<file path="src/rtl/mips_defs.sv">
// Shared MIPS decode constants for the D-stage front end.
package mips_defs;

    localparam logic [5:0] OP_SPECIAL = 6'h00;
    localparam logic [5:0] OP_REGIMM  = 6'h01;
    localparam logic [5:0] OP_J       = 6'h02;
    localparam logic [5:0] OP_JAL     = 6'h03;
    localparam logic [5:0] OP_BEQ     = 6'h04;
    localparam logic [5:0] OP_BNE     = 6'h05;
    localparam logic [5:0] OP_BLEZ    = 6'h06;
    localparam logic [5:0] OP_BGTZ    = 6'h07;

    localparam logic [5:0] FN_JR   = 6'h08;
    localparam logic [5:0] FN_JALR = 6'h09;

    localparam logic [4:0] RT_BLTZ = 5'h00;
    localparam logic [4:0] RT_BGEZ = 5'h01;

    localparam logic [31:0] RESET_PC8 = 32'h0000_3008;
    localparam logic [31:0] NOP_INSTR = 32'h0000_0000;

endpackage

</file>
<file path="src/rtl/ifid_npc_if.sv">
// Fetch/hazard <-> D-stage signal bundle for ifid_npc.
interface ifid_npc_if;

    logic [31:0] instr_f;
    logic [31:0] pc8_f;
    logic        stall;
    logic [31:0] rs_val_d;
    logic [31:0] rt_val_d;
    logic [31:0] instr_d;
    logic [31:0] pc8_d;
    logic        bd_d;
    logic [31:0] npc;
    logic        br;
    logic        pcen;

    // Fetch stage, hazard unit and forwarding network drive the master side.
    modport master (
        output instr_f, pc8_f, stall, rs_val_d, rt_val_d,
        input  instr_d, pc8_d, bd_d, npc, br, pcen
    );

    modport slave (
        input  instr_f, pc8_f, stall, rs_val_d, rt_val_d,
        output instr_d, pc8_d, bd_d, npc, br, pcen
    );

endinterface

</file>
<file path="src/rtl/npc_calc.sv">
// Combinational branch/jump decode and target generation for the D-stage instruction.
module npc_calc
    import mips_defs::*;
(
    input  logic [31:0] instr_i,
    input  logic [31:0] pc8_i,
    input  logic [31:0] rs_val_i,
    input  logic [31:0] rt_val_i,
    output logic [31:0] npc_o,
    output logic        br_o,
    output logic        is_cti_o
);

    logic [5:0]  op;
    logic [4:0]  rt;
    logic [5:0]  fn;
    logic [15:0] imm;
    logic [25:0] idx;
    logic [31:0] pc4;
    logic [31:0] br_tgt;
    logic        rs_neg;
    logic        rs_zero;

    assign op      = instr_i[31:26];
    assign rt      = instr_i[20:16];
    assign fn      = instr_i[5:0];
    assign imm     = instr_i[15:0];
    assign idx     = instr_i[25:0];
    assign pc4     = pc8_i - 32'd4;
    assign br_tgt  = pc4 + {{14{imm[15]}}, imm, 2'b00};
    assign rs_neg  = rs_val_i[31];
    assign rs_zero = (rs_val_i == 32'd0);

    always_comb begin
        npc_o    = br_tgt;
        br_o     = 1'b0;
        is_cti_o = 1'b0;
        case (op)
            OP_SPECIAL: begin
                if (fn == FN_JR || fn == FN_JALR) begin
                    npc_o    = rs_val_i;
                    br_o     = 1'b1;
                    is_cti_o = 1'b1;
                end
            end
            OP_REGIMM: begin
                // Only rt=0/1 are branches; other REGIMM encodings fall through as non-CTI.
                if (rt == RT_BLTZ) begin
                    br_o     = rs_neg;
                    is_cti_o = 1'b1;
                end else if (rt == RT_BGEZ) begin
                    br_o     = ~rs_neg;
                    is_cti_o = 1'b1;
                end
            end
            OP_J, OP_JAL: begin
                npc_o    = {pc4[31:28], idx, 2'b00};
                br_o     = 1'b1;
                is_cti_o = 1'b1;
            end
            OP_BEQ: begin
                br_o     = (rs_val_i == rt_val_i);
                is_cti_o = 1'b1;
            end
            OP_BNE: begin
                br_o     = (rs_val_i != rt_val_i);
                is_cti_o = 1'b1;
            end
            OP_BLEZ: begin
                br_o     = rs_neg | rs_zero;
                is_cti_o = 1'b1;
            end
            OP_BGTZ: begin
                br_o     = ~rs_neg & ~rs_zero;
                is_cti_o = 1'b1;
            end
            default: ;
        endcase
    end

endmodule

</file>
<file path="src/rtl/ifid_npc.sv">
// D-stage front end: IF/ID pipeline register, delay-slot flag and next-PC steering.
module ifid_npc #(
    parameter logic [31:0] RESET_PC8 = mips_defs::RESET_PC8,
    parameter logic [31:0] NOP_INSTR = mips_defs::NOP_INSTR
) (
    input logic        clk,
    input logic        rst,
    ifid_npc_if.slave  bus
);

    logic [31:0] instr_d_q, instr_d_d;
    logic [31:0] pc8_d_q, pc8_d_d;
    logic        bd_d_q, bd_d_d;
    logic        is_cti;

    npc_calc u_npc_calc (
        .instr_i  (instr_d_q),
        .pc8_i    (pc8_d_q),
        .rs_val_i (bus.rs_val_d),
        .rt_val_i (bus.rt_val_d),
        .npc_o    (bus.npc),
        .br_o     (bus.br),
        .is_cti_o (is_cti)
    );

    always_comb begin
        instr_d_d = instr_d_q;
        pc8_d_d   = pc8_d_q;
        bd_d_d    = bd_d_q;
        if (!bus.stall) begin
            instr_d_d = bus.instr_f;
            pc8_d_d   = bus.pc8_f;
            // The instruction after any CTI is its delay slot, taken or not.
            bd_d_d    = is_cti;
        end
    end

    always_ff @(posedge clk) begin
        if (rst) begin
            instr_d_q <= NOP_INSTR;
            pc8_d_q   <= RESET_PC8;
            bd_d_q    <= 1'b0;
        end else begin
            instr_d_q <= instr_d_d;
            pc8_d_q   <= pc8_d_d;
            bd_d_q    <= bd_d_d;
        end
    end

    assign bus.instr_d = instr_d_q;
    assign bus.pc8_d   = pc8_d_q;
    assign bus.bd_d    = bd_d_q;
    assign bus.pcen    = ~bus.stall;

endmodule
</file>
<file path="src/flat_wrapper.sv">
// flat-port wrapper written by rule: the top's interface ports become plain ports
module ifid_npc_flat 
#(
    parameter logic [31:0] RESET_PC8 = mips_defs::RESET_PC8,
    parameter logic [31:0] NOP_INSTR = mips_defs::NOP_INSTR
)
  (clk, rst, bus_instr_f, bus_pc8_f, bus_stall, bus_rs_val_d, bus_rt_val_d, bus_instr_d, bus_pc8_d, bus_bd_d, bus_npc, bus_br, bus_pcen);
  ifid_npc_if bus_i ();
  input logic clk;
  input logic rst;
  input wire logic [$bits(bus_i.instr_f)-1:0] bus_instr_f;
  input wire logic [$bits(bus_i.pc8_f)-1:0] bus_pc8_f;
  input wire logic [$bits(bus_i.stall)-1:0] bus_stall;
  input wire logic [$bits(bus_i.rs_val_d)-1:0] bus_rs_val_d;
  input wire logic [$bits(bus_i.rt_val_d)-1:0] bus_rt_val_d;
  output wire logic [$bits(bus_i.instr_d)-1:0] bus_instr_d;
  output wire logic [$bits(bus_i.pc8_d)-1:0] bus_pc8_d;
  output wire logic [$bits(bus_i.bd_d)-1:0] bus_bd_d;
  output wire logic [$bits(bus_i.npc)-1:0] bus_npc;
  output wire logic [$bits(bus_i.br)-1:0] bus_br;
  output wire logic [$bits(bus_i.pcen)-1:0] bus_pcen;
  assign bus_i.instr_f = bus_instr_f;
  assign bus_i.pc8_f = bus_pc8_f;
  assign bus_i.stall = bus_stall;
  assign bus_i.rs_val_d = bus_rs_val_d;
  assign bus_i.rt_val_d = bus_rt_val_d;
  assign bus_instr_d = bus_i.instr_d;
  assign bus_pc8_d = bus_i.pc8_d;
  assign bus_bd_d = bus_i.bd_d;
  assign bus_npc = bus_i.npc;
  assign bus_br = bus_i.br;
  assign bus_pcen = bus_i.pcen;
  ifid_npc #(.RESET_PC8(RESET_PC8), .NOP_INSTR(NOP_INSTR)) u_core (.clk(clk), .rst(rst), .bus(bus_i));
endmodule
</file>
<file path="config.mk">
export PLATFORM = sky130hd
export DESIGN_NAME = ifid_npc_flat
export DESIGN_NICKNAME = d
export VERILOG_FILES = /design/src/rtl/mips_defs.sv /design/src/rtl/ifid_npc_if.sv /design/src/rtl/npc_calc.sv /design/src/rtl/ifid_npc.sv /design/src/flat_wrapper.sv
export SDC_FILE = /design/constraint.sdc
export NUM_CORES = 1
export LEC_CHECK = 0
export ABC_AREA = 1
export CAP_MARGIN = 40
export CORE_MARGIN = 2
export CORE_UTILIZATION = 50
export CTS_CLUSTER_SIZE = 16
export DETAILED_ROUTE_END_ITERATION = 7
export HOLD_SLACK_MARGIN = 0.02
export PLACE_DENSITY = 0.88
export SLEW_MARGIN = 20
export SYNTH_ARGS = -nofsm -noshare
export SYNTH_HDL_FRONTEND = slang
export SYNTH_SLANG_ARGS = --single-unit
</file>
<file path="constraint.sdc">
create_clock -name clk -period 6.2 [get_ports clk]
set_clock_uncertainty 0.15 [all_clocks]
set_input_delay 1.24 -clock clk [delete_from_list [all_inputs] [get_ports clk]]
set_output_delay 1.24 -clock clk [all_outputs]
set_load 0.1 [all_outputs]
</file>
# After elaboration in Yosys (flattened, before gate mapping)

Cells that the tools add are included.

Register bits: 65
Output and inout port bits: 99
Bits of input ports: 131

Add/subtract/negate cells: 2
Bitwise logic cells: 5
Reduce and logical (&&, ||, !) cells: 6
Muxes and demuxes: 9
Equal/unequal tests: 12

Operators by type and width:

| kind                    | number |
|---|---|
| $pmux W32 S2            | 1 |
| $add A32 B32 Y32        | 1 |
| $eq A32 B32 Y1          | 1 |
| $logic_not A32 Y1       | 1 |
| $mux W32                | 1 |
| $ne A32 B32 Y1          | 1 |
| $sub A32 B3 Y32 const B | 1 |
| $eq A6 B3 Y1 const B    | 4 |
| $eq A6 B2 Y1 const B    | 2 |
| $eq A6 B4 Y1 const B    | 2 |
| $pmux W1 S7             | 1 |
| $eq A6 B1 Y1 const B    | 1 |
| $logic_not A6 Y1        | 1 |
| $reduce_or A6 Y1        | 1 |
| $eq A5 B1 Y1 const B    | 1 |
| $logic_not A5 Y1        | 1 |
| $mux W1                 | 5 |
| $not A1 Y1              | 3 |
| $pmux W1 S3             | 1 |
| $reduce_or A2 Y1        | 1 |
| $and A1 B1 Y1           | 1 |
| $logic_or A1 B1 Y1      | 1 |
| $or A1 B1 Y1            | 1 |

# Depth between registers and ports, before layout

Word-level depth: 4
Gate-level depth with buffers: 23
Depth with buffers taken out: 23

# Cells and area by module

From an unflattened synthesis, not the netlist that was laid out.

Cells, all modules: 1236
Area total of the unflattened synthesis: 7001.7 um^2

By module, submodules not included:

| module   | area an instance (um^2) | cells an instance | times used |
|---|---|---|---|
| npc_calc | 4272.8                  | 829               | 1 |
| ifid_npc | 2728.9                  | 407               | 1 |

# Worst setup path before layout

No wires, ideal clock.

Kind: reg-to-output
Start: reg u_core.pc8_d_q[2] (netlist: u_core.bus.pc8_d[2])
End: out bus_npc[13]
Data required time: 4.810 ns
Slack: 0.481 ns
Arrival time: 4.329 ns
Path buffers: 0
Stages on the path, launching flop included: 15
Cell sequence: dfxtp_1 -> inv_1 -> ha_1 -> nand2_2 -> nor2_4 -> nand2_2 -> xor2_1 -> ha_1 -> nand2_1 -> nand2_1 -> o21bai_1 -> nand3b_1 -> nand2_1 -> inv_1 -> o221ai_1

Word-level cells in the longest chain between the ends: 4

RTL lines:

| element                  | line               | source |
|---|---|---|
| start: declaration       | ifid_npc.sv:12     | `logic [31:0] pc8_d_q, pc8_d_d;` |
| start signal: assignment | ifid_npc.sv:45     | `pc8_d_q <= pc8_d_d;` |
| $sub A32 B3 Y32 (*)      | npc_calc.sv:29     | `assign pc4 = pc8_i - 32'd4;` |
| $add A32 B32 Y32 (*)     | npc_calc.sv:30     | `assign br_tgt = pc4 + {{14{imm[15]}}, imm, 2'b00};` |
| $mux W32                 | npc_calc.sv:40     | `if (fn == FN_JR \|\| fn == FN_JALR) begin` |
| $pmux W32 S2 (*)         | npc_calc.sv:38     | `case (op)` |
| end: declaration         | flat_wrapper.sv:19 | `output wire logic [$bits(bus_i.npc)-1:0] bus_npc;` |

Mark *: on every way between the ends. The rest lies on a longest branch, timed or not.

# Final worst setup path

Start: reg u_core.pc8_d_q[13] (netlist: u_core.bus.pc8_d[13])
End: out bus_npc[30]

Word-level cells in the longest chain between the ends: 4

RTL lines:

| element             | line |
|---|---|
| $sub A32 B3 Y32 (*) | npc_calc.sv:29 |
| $add A32 B32 Y32    | npc_calc.sv:30 |
| $mux W32            | npc_calc.sv:40 |
| $pmux W32 S2 (*)    | npc_calc.sv:38 |

Marks and branches as above.

==> flow_summary.html <==
<table>
<tr><th>Metric</th><th>Value</th></tr>
<tr><th colspan="2">Critical path</th></tr>
<tr><td>Delay of the slowest cell on the worst path</td><td>~0.46 ns</td></tr>
<tr><td>Class of the most critical setup path</td><td>reg -&gt; out</td></tr>
<tr><td>Crit path buffers/inverters</td><td>3</td></tr>
<tr><td>CP required</td><td>just under 5 ns</td></tr>
<tr><td>Cell occurring most often along the worst timing path</td><td>nand2_1</td></tr>
<tr><td>Crit-path leading delay family</td><td>simple AND/OR/NAND/NOR gates</td></tr>
<tr><td>Data arrival, critical path</td><td>around 4.3 ns</td></tr>
<tr><td>Maximum fanout along the worst path</td><td>5</td></tr>
<tr><td>Cells along the critical path</td><td>nor2_1 -&gt; nand2_1 -&gt; nor2_1 -&gt; nand2_1 -&gt; nor2_1 -&gt; nand2_1 -&gt; nand2_1 -&gt; inv_1 -&gt; ha_1 -&gt; inv_1 -&gt; nor3_1 -&gt; nand2_1 -&gt; nor2_1 -&gt; nand2_1 -&gt; nand2_1 -&gt; nand2_1 -&gt; nand2_1 -&gt; nand2_1 -&gt; nand3_1 -&gt; buf_4</td></tr>
<tr><td>Critical-path top delay cell</td><td>nor2_1</td></tr>
<tr><td>Setup slack of the worst register-to-register path</td><td>between 3 and 4 ns</td></tr>
<tr><td>Worst setup SP type</td><td>register</td></tr>
<tr><td>Element type at the critical path end</td><td>primary output</td></tr>
<tr><th colspan="2">Floorplan</th></tr>
<tr><td>Placeable core area</td><td>12600 µm²</td></tr>
<tr><td>Overall die area</td><td>~14000 µm²</td></tr>
<tr><td>Initial Utilization</td><td>about half</td></tr>
<tr><td>I/O pins</td><td>230</td></tr>
<tr><td>FP Rows</td><td>41</td></tr>
<tr><td>Die outline height</td><td>around 120 µm</td></tr>
<tr><td>Width of the chip</td><td>between 100 and 150 µm</td></tr>
<tr><th colspan="2">Cells and area</th></tr>
<tr><td>Total area of multi-input combinational cells</td><td>around 4400 µm²</td></tr>
<tr><td>Summed area of non-filler cells in the final layout</td><td>10400 µm²</td></tr>
<tr><td>Area growth from synthesis to layout</td><td>62.9%</td></tr>
<tr><td>Register cell area after layout</td><td>about 1300 µm²</td></tr>
<tr><td>Ratio of cells with drive above 1 in the final layout</td><td>approximately 11%</td></tr>
<tr><td>Net count of the finished layout</td><td>1563</td></tr>
<tr><td>Final-layout fill cell count</td><td>roughly 690</td></tr>
<tr><th colspan="2">STA</th></tr>
<tr><td>Final count of negative-setup-slack endpoints</td><td>0</td></tr>
<tr><td>Slew at the pin closest to its max-slew limit</td><td>roughly 0.81 ns</td></tr>
<tr><td>Worst relative slew slack</td><td>a little under half</td></tr>
<tr><td>Fin Setup TNS</td><td>0 ns</td></tr>
<tr><td>Time the worst path needs with I/O delays and setup</td><td>between 5 and 6 ns</td></tr>
<tr><td>Final Hold Vio Count</td><td>0</td></tr>
<tr><td>Max Slew Vio Count</td><td>0</td></tr>
<tr><td>Setup repair after global routing missed its margin</td><td>false</td></tr>
<tr><td>Achievable frequency</td><td>around 0.18 GHz</td></tr>
<tr><td>Final period utilization</td><td>between 90% and 100%</td></tr>
<tr><th colspan="2">Synth</th></tr>
<tr><td>Number of distinct library cells after synthesis</td><td>37</td></tr>
<tr><td>Sequential share of the synthesized area</td><td>roughly 20%</td></tr>
<tr><td>Syn Nets</td><td>roughly 1300</td></tr>
<tr><td>Number of enable flip-flop cells after synthesis</td><td>0</td></tr>
<tr><td>Share of the synthesized area in compound gates (AO/OA/AOI/OAI)</td><td>about 15%</td></tr>
<tr><td>Yosys Warn Count</td><td>0</td></tr>
<tr><td>Fraction of synthesized area in multiplexers</td><td>0%</td></tr>
<tr><td>Prevailing post-synth register cell</td><td>dfxtp_1</td></tr>
<tr><td>Adder-Cell Fraction of Synth Area</td><td>6.37%</td></tr>
<tr><td>Number of storage elements in the synthesis netlist</td><td>65</td></tr>
<tr><td>XOR/XNOR Fraction of Synth Area</td><td>6.56%</td></tr>
<tr><td>Post-Synthesis Mean Instance Area</td><td>around 5.8 µm²</td></tr>
<tr><td>Synth area leaders</td><td>dfxtp_1, nand2_1, nor2_1</td></tr>
<tr><td>Synth Instances</td><td>around 1100</td></tr>
<tr><td>Netlist area before placement</td><td>between 6000 and 7000 µm²</td></tr>
<tr><td>Post-synthesis async set-or-reset flop share</td><td>0%</td></tr>
<tr><td>Combinational family with the most area after synthesis</td><td>simple AND/OR/NAND/NOR gates</td></tr>
<tr><td>Top cell type's share of synthesized area</td><td>around a fifth</td></tr>
<tr><td>Most numerous cell in the Yosys netlist</td><td>nand2_1</td></tr>
<tr><td>Top cells by instance count after synthesis</td><td>nand2_1, nor2_1, inv_1, o21ai_0, nand3_1</td></tr>
<tr><td>Simple-gate area share of the yosys netlist</td><td>roughly two fifths</td></tr>
<tr><td>Library cell occupying the most area in the post-synthesis netlist</td><td>dfxtp_1</td></tr>
<tr><th colspan="2">Clock network</th></tr>
<tr><td>Buffer count from post-CTS setup fixing</td><td>0</td></tr>
<tr><td>Clock tree from TritonCTS</td><td>yes</td></tr>
<tr><td>CTS Hold Bufs</td><td>0</td></tr>
<tr><td>Total of cells resized after clock tree synthesis</td><td>0</td></tr>
<tr><td>CTS Root Buffer Type</td><td>clkbuf_16</td></tr>
<tr><td>Buffer depth of the longest clock path</td><td>2</td></tr>
<tr><td>TritonCTS buffer count</td><td>9</td></tr>
<tr><td>Clock input transition at the sequential cells of the worst setup and hold paths</td><td>approximately 0.060 ns</td></tr>
<tr><td>Clock latency at the later pin of the worst-skew pair</td><td>around 0.36 ns</td></tr>
<tr><td>H-tree levels</td><td>3</td></tr>
<tr><td>Clock sink total</td><td>between 60 and 70</td></tr>
<tr><th colspan="2">Job</th></tr>
<tr><td>Max-cap violations</td><td>0</td></tr>
<tr><th colspan="2">Drt</th></tr>
<tr><td>Detailed Route Iter0 Violations</td><td>1790</td></tr>
<tr><td>Total vias in the final route</td><td>9980</td></tr>
<tr><td>DR pass1 iterations</td><td>8</td></tr>
<tr><td>Post-detailed-routing wire length</td><td>between 30000 and 40000 µm</td></tr>
<tr><td>Vias per std cell</td><td>roughly 6.3</td></tr>
<tr><td>Per-cell routed wire length</td><td>23.8 µm</td></tr>
<tr><td>Number of nets with antenna violations after detailed routing</td><td>0</td></tr>
<tr><td>DRC violation count after routing</td><td>7</td></tr>
<tr><th colspan="2">Global routing</th></tr>
<tr><td>Leftover overflow at the end of global routing</td><td>0</td></tr>
<tr><td>Number of global-route vias before repair</td><td>9970</td></tr>
<tr><td>Global router's overall resource usage</td><td>between 50% and 60%</td></tr>
<tr><td>Largest net degree at the start of global routing</td><td>86</td></tr>
<tr><td>Global-route wire length before repair</td><td>about 56000 µm</td></tr>
<tr><td>Antenna violations before repair</td><td>4</td></tr>
<tr><th colspan="2">Placement</th></tr>
<tr><td>Instance area after placement</td><td>about 10000 µm²</td></tr>
<tr><td>Number of buffers inserted by port buffering</td><td>roughly 230</td></tr>
<tr><td>Detailed Place HPWL</td><td>around 26000 µm</td></tr>
<tr><td>Final estimated routing congestion in global placement</td><td>0.986</td></tr>
<tr><th colspan="2">Pwr</th></tr>
<tr><td>Leakage power</td><td>~5.0 nW</td></tr>
<tr><td>Power per cell area</td><td>approximately 240 nW/µm²</td></tr>
<tr><td>Worst vdd rail ir drop</td><td>between 200 and 300 µV</td></tr>
<tr><td>Overall power</td><td>2.55 mW</td></tr>
<tr><th colspan="2">Status</th></tr>
<tr><td>Violations in the final reports</td><td>design-rule violations</td></tr>
<tr><td>Result of the run</td><td>complete, but fails checks</td></tr>
<tr><th colspan="2">Hold path</th></tr>
<tr><td>Class of the most critical hold timing path</td><td>reg -&gt; reg</td></tr>
</table>
==> metal layers <==
layer | wire length (µm) | GRT usage, % | up-vias
met4 | 4240 | 48.9 | 2
met2 | 15600 | 81.1 | 1041
met5 | 13 | 0 | -
met1 | 12500 | 58.9 | 4394
met3 | 5230 | 25.0 | 393
li1 | - | - | 4150
==> flip-flops by register name (all words and copies together) (netlist names) <==
signal              cells
u_core.bus.bd_d         1
u_core.bus.instr_d     32
u_core.bus.pc8_d       32
==> worst reg2reg max path, delay by kind of cell, from the launching register on <==
family | cells | cell delay (ns)
AND/OR/NAND/NOR | 6 | 1.10
buffers and inverters | 4 | 0.66
flip-flops | 1 | 0.35
AO/OA/AOI/OAI | 1 | 0.20
==> final cells by class <==
type	instances	area share, %
multi-input combinational	867	42.6
timing repair buffer	309	34.5
sequential	65	12.5
inverter	148	5.32
clock buffer	14	2.63
tap	172	2.06
clock inverter	2	0.336
antenna	3	0.0719
==> cell usage in the layout (no fill, tap or decap), types with 2 or more instances in the layout <==
master           count
nand3b_1            11
or2_2               19
nor2_1             168
nand2_1            275
o211ai_1             9
nor2_4               5
clkbuf_16            9
nor4_1               6
clkbuf_1             2
o221ai_1             5
buf_8               58
nor2_2               3
inv_2                4
nand3_2              2
nand2_2              4
buf_16              17
nor3_1              11
inv_1              143
dfxtp_1             65
xnor2_1             13
ha_1                31
diode_2              3
clkbuf_8             3
nand4_1             13
a21oi_1             50
o21ai_0             98
a21o_1               3
buf_4               29
nand3_1             88
xor2_1              35
clkdlybuf4s50_1    204
o21bai_1            10
==> metrics by stage <==
stage | hold WS, ns | utilization, % | setup slack [ns] | instances
after detailed placement | 0.349 | 80.5 | 1.33 | 1561
after global placement | 0.308 | 69.9 | 1.49 | 1486
final | 0.365 | 83.0 | 0.493 | 1580
after floorplan | 0.752 | - | 0.481 | 1106
after CTS | 0.359 | 83.0 | 0.851 | 1577
after global routing | 0.391 | 83.0 | 0.364 | 1578
==> worst paths after layout <==
check,from,endpoint,cells after the start
min reg2reg,u_core.bus.instr_d[28],u_core.bus.instr_d[28],2
max reg2reg,u_core.bus.instr_d[29],u_core.bus.bd_d,11
max,u_core.bus.pc8_d[13],bus_npc[30],20
min,u_core.bus.instr_d[28],u_core.bus.instr_d[28],2
==> power breakdown <==
part	switching (mW)	internal, mW
logic	1.02	0.472
registers	0.0554	0.448
clock network	0.210	0.344
==> cell families (layout without fill, tap and decap cells) <==
| kind of cell | count (synthesis) | in the layout |
|---|---|---|
| compound gates | 178 | 178 |
| xor+xnor | 48 | 48 |
| fa+ha+maj | 32 | 32 |
| buf+inv | 174 | 473 |
| flops | 65 | 65 |
| other cells | 0 | 3 |
| simple gates | 609 | 609 |
Power figures use the tool's default switching activity.
